[src/rtl/fifo_push_arbiter.sv]
// fifo_push_arbiter: round-robin, packet-locked arbiter sharing one FIFO push port
module fifo_push_arbiter #(
  parameter int NUM_REQ = 4,
  parameter int DATA_WIDTH = 32,
  parameter int MAX_BURST = 16,
  localparam int IDX_W = (NUM_REQ > 1) ? $clog2(NUM_REQ) : 1,
  localparam int CNT_W = (MAX_BURST > 0) ? $clog2(MAX_BURST + 1) : 1
) (
  input  logic                          clk_i,
  input  logic                          rst_i,
  input  logic                          flush_i,
  input  logic [NUM_REQ-1:0]            req_valid_i,
  input  logic [NUM_REQ*DATA_WIDTH-1:0] req_data_i,
  input  logic [NUM_REQ-1:0]            req_last_i,
  output logic [NUM_REQ-1:0]            req_ready_o,
  input  logic                          fifo_full_i,
  output logic                          fifo_push_o,
  output logic [DATA_WIDTH-1:0]         fifo_data_o,
  output logic [IDX_W-1:0]              fifo_id_o,
  output logic                          busy_o
);
  localparam logic [0:0] IDLE = 1'b0;
  localparam logic [0:0] LOCKED = 1'b1;
  localparam logic [IDX_W-1:0] LAST_IDX = IDX_W'(NUM_REQ - 1);
  localparam logic [CNT_W-1:0] LAST_CNT = CNT_W'((MAX_BURST > 0) ? MAX_BURST - 1 : 0);
  logic [0:0] state_q, state_d;
  logic [IDX_W-1:0] owner_q, owner_d, rr_ptr_q, rr_ptr_d, scan_idx, active;
  logic [CNT_W-1:0] beat_cnt_q, beat_cnt_d;
  logic locked, any, go, xfer, end_burst;
  logic [DATA_WIDTH-1:0] data_sel;
  int scan_j;
  // Scan from rr_ptr_q downward in priority so the nearest valid requester is written last and wins
  always_comb begin
    scan_idx = rr_ptr_q;
    scan_j = 0;
    for (int k = NUM_REQ - 1; k >= 0; k--) begin
      scan_j = int'(rr_ptr_q) + k;
      scan_j = (scan_j >= NUM_REQ) ? scan_j - NUM_REQ : scan_j;
      scan_idx = req_valid_i[IDX_W'(scan_j)] ? IDX_W'(scan_j) : scan_idx;
    end
  end
  assign locked = state_q == LOCKED;
  assign active = locked ? owner_q : scan_idx;
  assign any = locked | (|req_valid_i);
  assign go = any & ~fifo_full_i & ~flush_i & ~rst_i;
  assign xfer = go & req_valid_i[active];
  assign end_burst = req_last_i[active] | ((MAX_BURST != 0) & (beat_cnt_q == LAST_CNT));
  // Route the active requester's beat to the FIFO and grant ready only to it
  always_comb begin
    data_sel = '0;
    req_ready_o = '0;
    for (int i = 0; i < NUM_REQ; i++) begin
      data_sel = (active == IDX_W'(i)) ? req_data_i[i*DATA_WIDTH +: DATA_WIDTH] : data_sel;
      req_ready_o[i] = go & (active == IDX_W'(i));
    end
  end
  assign fifo_push_o = xfer;
  assign fifo_data_o = rst_i ? '0 : data_sel;
  assign fifo_id_o = rst_i ? '0 : active;
  assign busy_o = locked & ~rst_i;
  // Flush beats everything; a finished burst releases and advances the pointer; otherwise lock and count
  always_comb begin
    state_d = state_q;
    owner_d = owner_q;
    rr_ptr_d = rr_ptr_q;
    beat_cnt_d = beat_cnt_q;
    if (flush_i) begin
      state_d = IDLE;
      rr_ptr_d = '0;
      beat_cnt_d = '0;
    end else if (xfer && end_burst) begin
      state_d = IDLE;
      beat_cnt_d = '0;
      rr_ptr_d = (active == LAST_IDX) ? '0 : active + 1'b1;
    end else if (xfer) begin
      state_d = LOCKED;
      owner_d = active;
      beat_cnt_d = beat_cnt_q + 1'b1;
    end
  end
  // Arbiter state registers
  always_ff @(posedge clk_i or posedge rst_i) begin
    if (rst_i) begin
      state_q <= IDLE;
      owner_q <= '0;
      rr_ptr_q <= '0;
      beat_cnt_q <= '0;
    end else begin
      state_q <= state_d;
      owner_q <= owner_d;
      rr_ptr_q <= rr_ptr_d;
      beat_cnt_q <= beat_cnt_d;
    end
  end
  a_push_not_full: assert property (@(posedge clk_i) disable iff (rst_i) fifo_push_o |-> !fifo_full_i);
  a_ready_onehot: assert property (@(posedge clk_i) disable iff (rst_i) $onehot0(req_ready_o));
  a_ready_owner: assert property (@(posedge clk_i) disable iff (rst_i) (locked && |req_ready_o) |-> req_ready_o[owner_q]);
endmodule

[config.mk]
export PLATFORM = sky130hd
export DESIGN_NAME = fifo_push_arbiter
export DESIGN_NICKNAME = d
export VERILOG_FILES = /design/src/rtl/fifo_push_arbiter.sv
export SDC_FILE = /design/constraint.sdc
export NUM_CORES = 1
export LEC_CHECK = 0
export CAP_MARGIN = 20
export CELL_PAD_IN_SITES_DETAIL_PLACEMENT = 0
export CELL_PAD_IN_SITES_GLOBAL_PLACEMENT = 1
export CORE_MARGIN = 2
export CORE_UTILIZATION = 22
export DETAILED_ROUTE_END_ITERATION = 10
export PLACE_DENSITY_LB_ADDON = 0.1
export RECOVER_POWER = 50
export SETUP_SLACK_MARGIN = 0.3
export SYNTH_ARGS = -nofsm -noshare
export SYNTH_HDL_FRONTEND = slang
export SYNTH_SLANG_ARGS = --single-unit
[constraint.sdc]
create_clock -name clk_i -period 4.8 [get_ports clk_i]
set_clock_uncertainty 0.05 [all_clocks]
set_input_delay 0.72 -clock clk_i [delete_from_list [all_inputs] [get_ports clk_i]]
set_output_delay 0.72 -clock clk_i [all_outputs]
set_load 0.02 [all_outputs]
; ---- Word-level counts from Yosys, hierarchy flattened
; Cells that the tools add are included.
[totals]
latch_bits = 0
wordCells = 87
regBits = 10
input_bits = 140
mem_count = 0
ram_bits = 0
romBits = 0
output_inout_bits = 40
[op_classes]
div_mod_pow = 0
magnitude_cmp = 9
eq_ne = 4
mul = 0
mux = 40
reduce_logical = 6
bitwise = 15
n_addsub = 9
n_shift = 0
[ops]
columns = cell, count
row1 = $mux W32, 5
row2 = $mux W2, 13
row3 = $lt A2 B4 Y1 const B, 4
row4 = $mux W5, 3
row5 = $mux W1, 13
row6 = $bmux W1 S2, 6
row7 = $and A1 B1 Y1, 9
row8 = $ge A3 B3 Y1 const B, 3
row9 = $sub A2 B1 Y2 const B, 4
row10 = $add A2 B2 Y3 const B, 2
row11 = $add A5 B1 Y5 const B, 1
row12 = $eq A5 B4 Y1 const B, 1
row13 = $eq A2 B2 Y1 const B, 2
row14 = $not A1 Y1, 4
row15 = $reduce_or A4 Y1, 1
row16 = $add A2 B1 Y3 const B, 1
row17 = $ge A2 B3 Y1 const B, 1
row18 = $lt A2 B3 Y1 const B, 1
row19 = $reduce_and A3 Y1, 1
row20 = $reduce_bool A3 Y1, 1
row21 = $add A2 B1 Y2 const B, 1
row22 = $eq A2 B1 Y1 const B, 1
row23 = $logic_not A2 Y1, 1
row24 = $or A1 B1 Y1, 2
row25 = 2 further kinds, 2

; ---- Longest topological paths before layout
; Gate-level depths: netlist of the first run.
[depth]
word_depth = 17
mapped_depth = 12

; ---- Least setup slack after synthesis of the first run
; No wires, ideal clock.
[synth_timing]
kind = input to output
from = input port req_valid_i[3]
to = output port fifo_data_o[10]
n_path_buf = 4
path_stages = 11
setup_slack_ps = 1376
required_time_ps = 4030
arrival_time_ps = 2654
path_cell_list = or2_1 -> a221oi_2 -> nor2_2 -> buf_6 -> buf_6 -> ha_1 -> clkbuf_1 -> inv_1 -> clkbuf_1 -> o21ai_0 -> nor2_1
[synth_between]
elab_chain_len = 14
[synth_lines]
columns = element, line_no
row1 = start: declaration, 12  ; input logic [NUM_REQ-1:0] req_valid_i,
row2 = $bmux W1 S2, 39  ; scan_idx = req_valid_i[IDX_W'(scan_j)] ? IDX_W'(scan_j) : scan_idx;
row3 = $mux W1 (implied by the code) (2 in series), 39
row4 = $mux W2 (3 in series), 39
row5 = $mux W2 *, 39
row6 = $mux W2 *, 43  ; assign active = locked ? owner_q : scan_idx;
row7 = named net active[1], 27  ; logic [IDX_W-1:0] owner_q, owner_d, rr_ptr_q, rr_ptr_d, scan_idx, active;
row8 = $logic_not A2 Y1, 53  ; data_sel = (active == IDX_W'(i)) ? req_data_i[i*DATA_WIDTH +: DATA_WIDTH] : data_sel;
row9 = $mux W32 (3 in series), 53
row10 = $mux W32 *, 53
row11 = $mux W32 *, 58  ; assign fifo_data_o = rst_i ? '0 : data_sel;
row12 = end: declaration, 18  ; output logic [DATA_WIDTH-1:0] fifo_data_o,
; The timed path passes the listed nets; every way through them passes the cells marked *. The select of a mux whose other input is x is not followed.

; ---- Worst setup path after layout of the first run
[layout_timing]
from = input port req_valid_i[1]
to = output port fifo_data_o[15]
[layout_between]
elab_chain_len = 14
[layout_lines]
columns = element, line_no
row1 = $bmux W1 S2, 39
row2 = $mux W1 (implied by the code) (2 in series), 39
row3 = $mux W2 (3 in series), 39
row4 = $mux W2 *, 39
row5 = $mux W2 *, 43
row6 = $logic_not A2 Y1, 53
row7 = $mux W32 (3 in series), 53
row8 = $mux W32 *, 53
row9 = $mux W32 *, 58
; Mark *: on every way between the ends. The rest lies on a longest branch, timed or not. The select of a mux whose other input is x is not followed.

==> results of run 1 <==
sequential cells by signal, indices dropped and copies added (netlist names):
| signal | count |
|---|---|
| beat_cnt_q | 5 |
| owner_q | 2 |
| rr_ptr_q | 2 |
| locked | 1 |
area by class of cell:
type	instances	area [sq um]
well taps	108	135
fillers	910	4800
inverters	10	37.5
repair buffers	191	1900
clock buffers	3	41.3
multi-input cells	205	1600
flip-flops and latches	10	250
layer usage:
metal	global-route usage [%]	up-vias	share of wire (%)
met5	0	-	0
met2	37.3	124	55
met4	2.32	0	0.64
met1	18.7	1276	37
li1	-	1310	-
met3	4.08	6	8.0
where the power goes:
| part | switching (uW) | leakage [uW] | internal (uW) |
|---|---|---|---|
| Sequential | 31.7 | 0.000135 | 105 |
| Clock | 28.9 | 0.0000216 | 54.6 |
| Combinational | 586 | 0.00127 | 566 |
worst reg2reg max path, cell delays in order (launching register included):
cell	delay, ns
dfrtp_1	0.43
nand2b_1	0.21
a21oi_2	0.11
or4_1	0.52
a41oi_1	0.66
o21ai_0	0.45
mux2_1	0.41
logic make-up after synthesis:
kind of cell	Yosys count	share of synthesized area (%)
multiplexers	35	19.6
adder cells (fa/ha/maj)	3	1.88
flip-flops	10	12.5
buffers and inverters	32	7.96
AND/OR/NAND/NOR	74	16.8
AO/OA/AOI/OAI	93	41.2
how the worst max path moves through the flow:
stage / start / end / slack (ns) / cells after the start
final: req_valid_i[1] / fifo_data_o[15] / 0.35 / 9
after global routing: req_valid_i[3] / fifo_data_o[0] / 0.19 / 9
after CTS: req_valid_i[0] / fifo_data_o[15] / 0.32 / 10
after detailed placement: req_valid_i[2] / fifo_data_o[15] / 0.29 / 10
after global placement: req_valid_i[0] / fifo_data_o[15] / 0.27 / 10
after floorplan: req_valid_i[3] / fifo_data_o[10] / 1.38 / 11
repair_timing:
item	CTS	global route
endpoints found under the setup margin	2	32
pin swaps	0	0
resized for setup	1	5
cell usage after synthesis (all sizes together) (3+ instances only):
library cell	instances	area [sq um]
nand2	7	26.3
nor2	44	170
dfrtp	10	250
nor3	3	15.0
a221oi	34	410
nand3	3	15.0
nand2b	6	37.5
buf	12	83.8
inv	10	37.5
mux2	33	372
ha	3	37.5
nor4	3	18.8
clkbuf	10	37.5
o21ai	35	179
stage by stage:
stage	instances	setup slack (ns)
floorplan	247	1.38
global placement	524	0.271
detailed placement	524	0.287
CTS	527	0.324
global route	527	0.187
finish	527	0.349
==> summary.md, run 1 <==
| Metric | Value |
|---|---|
| Status | complete, no violations |
| Delay-heaviest family, CP | buffers and inverters |
| Initial DRC Count | 45 |
| Crit path cell chain | clkdlybuf4s50_1, nor2_1, a221oi_1, nor2_4, buf_6, mux2_2, a221oi_1, nor2_1, clkdlybuf4s50_1 |
| Slew Limit Headroom | roughly 51% |
| Post-CTS Setup Inserts | 0 |
| N_diodes | 0 |
| Mapped cell area | approximately 0.002 sq mm |
| End of the worst hold path | beat_cnt_q[0]$_DFFE_PP0P_ |
| DR pass1 iterations | 4 |
| Post-synth EDFFs | 0 |
| Num CTS Buffers | 3 |
| Detail Placement HPWL | 7470 um |
| Reg clk slew, reported paths | about 0.04 ns |
| Post-synthesis async set-or-reset flop share | 100% |
| Critical path class | input pin to primary output |
| Drt total wl | 9280 um |
| Worst slew pin tran | 0.732 ns |
| Placer congestion estimate | between 0.7 and 0.8 |
| ANT nets after route | 0 |
| Largest net degree at the start of global routing | 34 |
| TNS Setup | 0 ns |
| IO Pins | 180 |
| Reg2reg setup slack | about 1.8 ns |
| Slowest CP cell | clkdlybuf4s50_1 |
| Antenna violations before repair | 0 |
| Worst Hold Class | register to register |
| Grt total ovfl | 0 |
| YS warnings | 0 |
| Final setup fails | 0 |
| Fmax | around 220 MHz |
| Core box area | around 0.0088 sq mm |
| Pwr dens | between 300 and 400 mW/mm^2 |
| Max cap viols | 0 |
| Initial Util | between 20% and 30% |
| First-pass GRT wire length | 14300 um |
| Area delta synth->final | 98.6% |
| Layout Utilization | between 40% and 50% |
| RSZ-0062 raised after global routing | no |
| Syn Area/Cell | ~8.1 sq um |
| Htree depth | 1 |
| TritonCTS clock tree | built |
| Worst endpoint data arrival time | 3.68 ns |
| Synth unique cells | between 40 and 50 |
| WHS Path Cells | 1 |
| DRC violations left | 0 |
| Reg2Reg Depth | 6 |
| Seq/Total Area, Yosys | 12.5% |
| Vias in the first global route | 2796 |
| Leakage | approximately 0.0014 uW |
| Final Hold Fails | 0 |
| Hold buffer count at cts | 0 |
| Reg2reg end | owner_q[0]$_DFFE_PP0P_ |
| Vias | about 2700 |
| CTS Buffer Depth | 2 |
| Die H | 99.3 um |
| Design area | between 0.003 and 0.004 sq mm |
| Critical path buffer and inverter count | 3 |
| IO buf count | 179 |
| VDD IR max | roughly 140 uV |
| Die Span X | about 99 um |
| Total die area | between 0.009 and 0.01 sq mm |
| Tot Pwr | around 1400 uW |
| Crit Path Max Fanout | 17 |
| Row cnt | 34 |
| Dpl cell area | about 0.004 sq mm |
| Slew Limit Fails | 0 |
| Mapped Nets | about 400 |
| WP data required | slightly above 4 ns |
| Fin crit period | between 4 and 5 ns |
| Critical Path Max Stage Delay | between 0.5 and 0.6 ns |
| Via/cell ratio | 5.15 |
| Final worst path period share | ~93% |
| CP Capture Type | primary output |
| Clk sinks | 10 |
| Fin nets | between 500 and 600 |
| Min Hold Slack | between 0.4 and 0.5 ns |
| RR Startpoint | rr_ptr_q[0]$_DFFE_PP0P_ |
| Layout cell share with drive strength beyond 1 | about 14% |
| Clock Latency Late Sink | 0.23 ns |
| Commonest cells after routing, fill and taps aside | 171 x clkdlybuf4s50_1, 42 x nor2_1, 34 x o21ai_0 |
| Root buf cell | clkbuf_8 |
| Yosys reg bits | 10 |
| Commonest non-fill, non-tap cell in the layout | clkdlybuf4s50_1 |
| Post-Syn Instances | 247 |
| Post-DR wirelength/cell | about 18 um |
| All-Layer GR Usage | 18.1% |
| Most used DFF post-synth | dfrtp_1 |
| Worst setup SP type | input pin |
| HP Start | beat_cnt_q[0]$_DFFE_PP0P_ |
Power figures use the tool's default switching activity.
==> run 2: changes to the inputs <==
--- a/config.mk
+++ b/config.mk
@@ -9,8 +9,9 @@
 export CELL_PAD_IN_SITES_DETAIL_PLACEMENT = 0
 export CELL_PAD_IN_SITES_GLOBAL_PLACEMENT = 1
 export CORE_MARGIN = 2
-export CORE_UTILIZATION = 22
+export CORE_UTILIZATION = 45
 export DETAILED_ROUTE_END_ITERATION = 10
+export DONT_BUFFER_PORTS = 1
 export PLACE_DENSITY_LB_ADDON = 0.1
 export RECOVER_POWER = 50
 export SETUP_SLACK_MARGIN = 0.3
==> run 2 against run 1 <==
Non-clock buffer count fell by 185. Routed wire length fell by 29%. Register-to-register slack got worse by 0.33 ns.
==> summary.md, run 2 (same netlist as run 1, synthesis figures left out) <==
| Metric | Value |
|---|---|
| Status | complete, no violations |
| Post-DR wirelength/cell | around 23 um |
| Max cap viols | 0 |
| Worst endpoint data arrival time | between 3 and 4 ns |
| Num CTS Buffers | 3 |
| Fmax | 251 MHz |
| Hold buffer count at cts | 0 |
| Final setup margin | 0.818 ns |
| Tot Pwr | around 990 uW |
| Clock Latency Late Sink | ~0.23 ns |
| Final setup fails | 0 |
| TritonCTS clock tree | built |
| First-pass GRT wire length | 10300 um |
| CTS Buffer Depth | 2 |
| Fillers | ~430 |
| Reg2Reg Depth | 6 |
| Row cnt | 24 |
| DRC violations left | 0 |
| Worst setup SP type | input pin |
| Biggest regs | beat_cnt_q (5), owner_q (2), rr_ptr_q (2) |
| Critical path class | input pin to primary output |
| Initial Util | 46.2% |
| Placer congestion estimate | a little over 0.9 |
| Worst slew pin tran | 1.48 ns |
| TNS Setup | 0 ns |
| Die Span X | between 70 and 80 um |
| WP data required | 4.03 ns |
| FF+latch area | 250 sq um |
| Largest net degree at the start of global routing | 43 |
| Number of flip-flops in the largest register | 5 |
| Clk sinks | 10 |
| Die H | around 71 um |
| IO buf count | 0 |
| IO Pins | 180 |
| Reg clk slew, reported paths | around 0.040 ns |
| Multi-input gate area | about 0.0016 sq mm |
| Initial DRC Count | 112 |
| Htree depth | 1 |
| Slew Limit Fails | 0 |
| Drt total wl | 6620 um |
| Detail Placement HPWL | between 5000 and 6000 um |
| Worst Hold Class | input pin to asynchronous set/reset pin |
| Total die area | ~0.0050 sq mm |
| Fin crit period | roughly 4 ns |
| Final Hold Fails | 0 |
| Grt total ovfl | 0 |
| Vias | a little over 2000 |
| Post-cts sizing count | 0 |
| Vias in the first global route | 2035 |
| Fin nets | approximately 380 |
| Pwr dens | around 500 mW/mm^2 |
| Leakage | roughly 0.00068 uW |
| CP Capture Type | primary output |
| Layout Utilization | 46.7% |
| Post-CTS Setup Inserts | 0 |
| Crit Path Max Fanout | 36 |
| Final worst path period share | between 80% and 90% |
| DR pass1 iterations | 5 |
| Commonest non-fill, non-tap cell in the layout | nor2_1 |
| Antenna violations before repair | 0 |
| Root buf cell | clkbuf_8 |
| RSZ-0062 raised after global routing | no |
| Placement Setup Slack | between 0.9 and 1 ns |
| Slew Limit Headroom | about 1.1% |
| VDD IR max | 253 uV |
| Layout cell share with drive strength beyond 1 | approximately a fifth |
| Core box area | 0.00432 sq mm |
| ANT nets after route | 0 |
| Commonest cells after routing, fill and taps aside | 42 x nor2_1, 34 x o21ai_0, 18 x a221oi_2 |
| Biggest register | beat_cnt_q |
| Area delta synth->final | 1.13% |
| Via/cell ratio | 7.20 |
| All-Layer GR Usage | around 26% |
run 2: cell types whose count changed in the layout (fill, tap and decap cells not counted), moves of 2 or more:
cell and delta:
a221oi_2 +2, buf_4 -4, buf_6 -3, clkbuf_1 +2
clkdlybuf4s50_1 -171, diode_2 +2, dlygate4sd3_1 -8
run 2: stage by stage:
step | instances | hold slack [ns] | cell area [sq um]
after floorplan | 247 | 0.429 | 2000
after global placement | 282 | 0.442 | 1990
after detailed placement | 282 | 0.462 | 1990
after CTS | 285 | 0.466 | 2030
after global routing | 286 | 0.207 | 2010
final | 288 | 0.205 | 2020
run 2: power by group:
| group | switching (uW) | leakage (uW) | total (uW) | internal [uW] |
|---|---|---|---|---|
| clock | 30.6 | 0.0000216 | 85.3 | 54.7 |
| sequential | 31.2 | 0.000135 | 136 | 105 |
| combinational | 496 | 0.000518 | 773 | 277 |
run 2: critical path, stage by stage:
cell and delay, ns:
nor2_1 0.09, a211oi_1 0.15, o41a_2 0.55, clkbuf_2 0.54, a311oi_1 1.15
run 2: layout make-up:
class	count	area share (%)
Tap cell	52	3.22
Multi-Input combinational cell	205	78.7
Antenna cell	2	0.248
Clock buffer	3	2.04
Timing Repair Buffer	6	1.55
Inverter	10	1.86
Sequential cell	10	12.4
run 2: worst paths after layout:
check / start / end / slack, ns
setup / recovery: req_valid_i[0] / fifo_push_o / 0.82
hold / removal: rst_i / rr_ptr_q[1]$_DFFE_PP0P_ / 0.20
setup reg to reg: rr_ptr_q[0]$_DFFE_PP0P_ / rr_ptr_q[0]$_DFFE_PP0P_ / 1.51
hold reg to reg: beat_cnt_q[0]$_DFFE_PP0P_ / beat_cnt_q[0]$_DFFE_PP0P_ / 0.46
max in group asynchronous: rst_i / beat_cnt_q[0]$_DFFE_PP0P_ / 2.87
min in group clk_i: beat_cnt_q[0]$_DFFE_PP0P_ / beat_cnt_q[0]$_DFFE_PP0P_ / 0.46
run 2: per-layer routing:
layer	vias to the layer above	global-route usage, %	share of wire, %
li1	943	-	-
met1	979	31.6	38
met2	142	45.4	50
met3	9	6.27	11
met4	0	5.03	1.1
met5	-	0	0
==> run 3: changes to the inputs <==
--- a/config.mk
+++ b/config.mk
@@ -9,7 +9,7 @@
 export CELL_PAD_IN_SITES_DETAIL_PLACEMENT = 0
 export CELL_PAD_IN_SITES_GLOBAL_PLACEMENT = 1
 export CORE_MARGIN = 2
-export CORE_UTILIZATION = 45
+export CORE_UTILIZATION = 38
 export DETAILED_ROUTE_END_ITERATION = 10
 export DONT_BUFFER_PORTS = 1
 export PLACE_DENSITY_LB_ADDON = 0.1
==> constraint.sdc (replaced) <==
create_clock -name clk_i -period 3.4 [get_ports clk_i]
set_clock_uncertainty 0.05 [all_clocks]
set_input_delay 0.51 -clock clk_i [delete_from_list [all_inputs] [get_ports clk_i]]
set_output_delay 0.51 -clock clk_i [all_outputs]
set_load 0.02 [all_outputs]
==> run 3 against run 2 <==
Final cell count grew 10%. Core utilization fell by 1.2 points. Non-clock buffer count grew 11. Combinational power grew 67%. Flip-flop and latch count stayed put. Count of clock-buffer cells in the layout is 1 higher. Critical path depth up 4. Power rose by 65%. Critical endpoint is now fifo_data_o[4].
==> summary.md, run 3 (same netlist as run 1, synthesis figures left out) <==
| Metric | Value |
|---|---|
| Placement Setup Slack | between 0.2 and 0.3 ns |
| Htree depth | 1 |
| RSZ-0062 raised after global routing | no |
| Die Span X | roughly 76 um |
| DR pass1 iterations | 4 |
| Pwr dens | 711 mW/mm^2 |
| Worst Hold Class | register to register |
| DRC violations left | 0 |
| TNS Setup | 0 ns |
| Seq pwr share | around an eighth |
| Row cnt | 26 |
| IO Pins | 180 |
| Cell internal pwr | roughly 760 uW |
| ANT nets after route | 0 |
| Final setup margin | ~0.32 ns |
| Root buf cell | clkbuf_8 |
| Total die area | slightly below 0.006 sq mm |
| IO buf count | 0 |
| Worst slew pin tran | just under 0.9 ns |
| Layout cell share with drive strength beyond 1 | approximately 41% |
| Design area | 0.00231 sq mm |
| Die H | roughly 76 um |
| Drt total wl | around 6700 um |
| Clock power frac | 9.1% |
| TritonCTS clock tree | built |
| Antenna violations before repair | 0 |
| Commonest non-fill, non-tap cell in the layout | nor2_2 |
| Status | complete, no violations |
| Slew Limit Headroom | around two fifths |
| First-pass GRT wire length | 10600 um |
| Fmax | 325 MHz |
| Comb pwr share | 78.9% |
| Largest net degree at the start of global routing | 34 |
| Crit Path Max Fanout | 33 |
| Reg clk slew, reported paths | roughly 0.050 ns |
| Worst setup SP type | register |
| Num CTS Buffers | 3 |
| CTS Buffer Depth | 2 |
| Biggest regs | beat_cnt_q (5), owner_q (2), rr_ptr_q (2) |
| Worst endpoint data arrival time | about 2.5 ns |
| Switching part of the total | between 50% and 60% |
| Net Sw Power | about 880 uW |
| Critical path class | register to primary output |
| Post-DR wirelength/cell | about 21 um |
| VDD IR max | about 380 uV |
| Core box area | 0.00507 sq mm |
| Final setup fails | 0 |
| N_diodes | 0 |
| Initial Util | about 39% |
| Biggest register | beat_cnt_q |
| Commonest cells after routing, fill and taps aside | 33 x nor2_2, 22 x o21ai_0, 17 x mux2_1, 17 x a221oi_2, 16 x mux2_2 |
| Via/cell ratio | roughly 6.7 |
| WP data required | between 2 and 3 ns |
| All-Layer GR Usage | a little over a fifth |
| Final Hold Fails | 0 |
| CP Capture Type | primary output |
| Final non-filler cell total | around 320 |
| Area delta synth->final | 15.5% |
| Vias in the first global route | approximately 2200 |
| Placer congestion estimate | ~0.84 |
| Detail Placement HPWL | between 5000 and 6000 um |
| Final worst path period share | about nine tenths |
| Dpl cell area | about 0.0021 sq mm |
| Number of flip-flops in the largest register | 5 |
| Clock Latency Late Sink | 0.24 ns |
| Placed insts | ~310 |
| Clk sinks | 10 |
| Leakage | 0.000767 uW |
| Grt total ovfl | 0 |
| Initial DRC Count | 73 |
| Max cap viols | 0 |
| Vias | 2118 |
| Slew Limit Fails | 0 |
| Fin nets | 391 |
| Fin crit period | ~3.1 ns |
| Min Hold Slack | roughly 0.47 ns |
run 3: cell types whose count changed in the layout (fill, tap and decap cells not counted), sizes merged:
cell | before | now
diode | 2 | 0
clkbuf | 7 | 6
buf | 2 | 15
nor2 | 44 | 45
run 3: timing repair:
item                                    in CTS  in global routing
endpoints found under the setup margin      32                 33
pin swaps                                    1                  5
hold buffers                                 0                  0
gates resized for setup                     35                 25
gates cloned                                 1                  0
buffers inserted                             2                  3
run 3: per-layer routing:
metal	share of wire [%]	global-route usage [%]	vias to the layer above
met1	38	23.5	1010
met3	8.0	5.81	14
met5	0	0	-
li1	-	-	970
met4	2.0	6.55	0
met2	52	41.9	124
run 3: cell type report:
type | count | area [sq um]
well taps | 70 | 87.6
multi-input cells | 206 | 1720
flip-flops and latches | 10 | 253
clock buffers | 4 | 55.1
inverters | 10 | 37.5
fillers | 521 | 2770
repair buffers | 17 | 154
run 3: worst max-delay path: stages (launching register included):
cell	delay [ns]
dfrtp_2	0.40
nand2b_1	0.25
a21oi_4	0.11
o41a_4	0.48
inv_1	0.18
ha_1	0.25
inv_1	0.08
buf_8	0.17
o21ai_0	0.24
nor2_2	0.12
run 3: worst paths after layout:
path / from / endpoint / slack [ns] / depth (start not counted)
worst max-delay path: rr_ptr_q[0]$_DFFE_PP0P_ / fifo_data_o[4] / 0.32 / 9
worst min-delay path: beat_cnt_q[0]$_DFFE_PP0P_ / beat_cnt_q[0]$_DFFE_PP0P_ / 0.47 / 1
worst max register to register: locked$_DFFE_PP0P_ / owner_q[0]$_DFFE_PP0P_ / 0.39 / 7
worst min register to register: beat_cnt_q[0]$_DFFE_PP0P_ / beat_cnt_q[0]$_DFFE_PP0P_ / 0.47 / 1
max in group asynchronous: rst_i / rr_ptr_q[0]$_DFFE_PP0P_ / 2.02 / 2
min in group asynchronous: rst_i / locked$_DFFE_PP0P_ / 0.86 / 2
run 3: power groups by stage:
stage	Clock [uW]	Combinational, uW	Sequential [uW]
after floorplan	0	1000	174
after global placement	0	1130	190
after detailed placement	0	1160	193
after CTS	155	1260	193
after global routing	161	1390	202
final	149	1290	197
run 3: through the flow:
step	util, %	total power [uW]
after floorplan	-	1180
after global placement	40.9	1320
after detailed placement	40.9	1350
after CTS	44.4	1610
after global routing	45.5	1760
final	45.5	1640
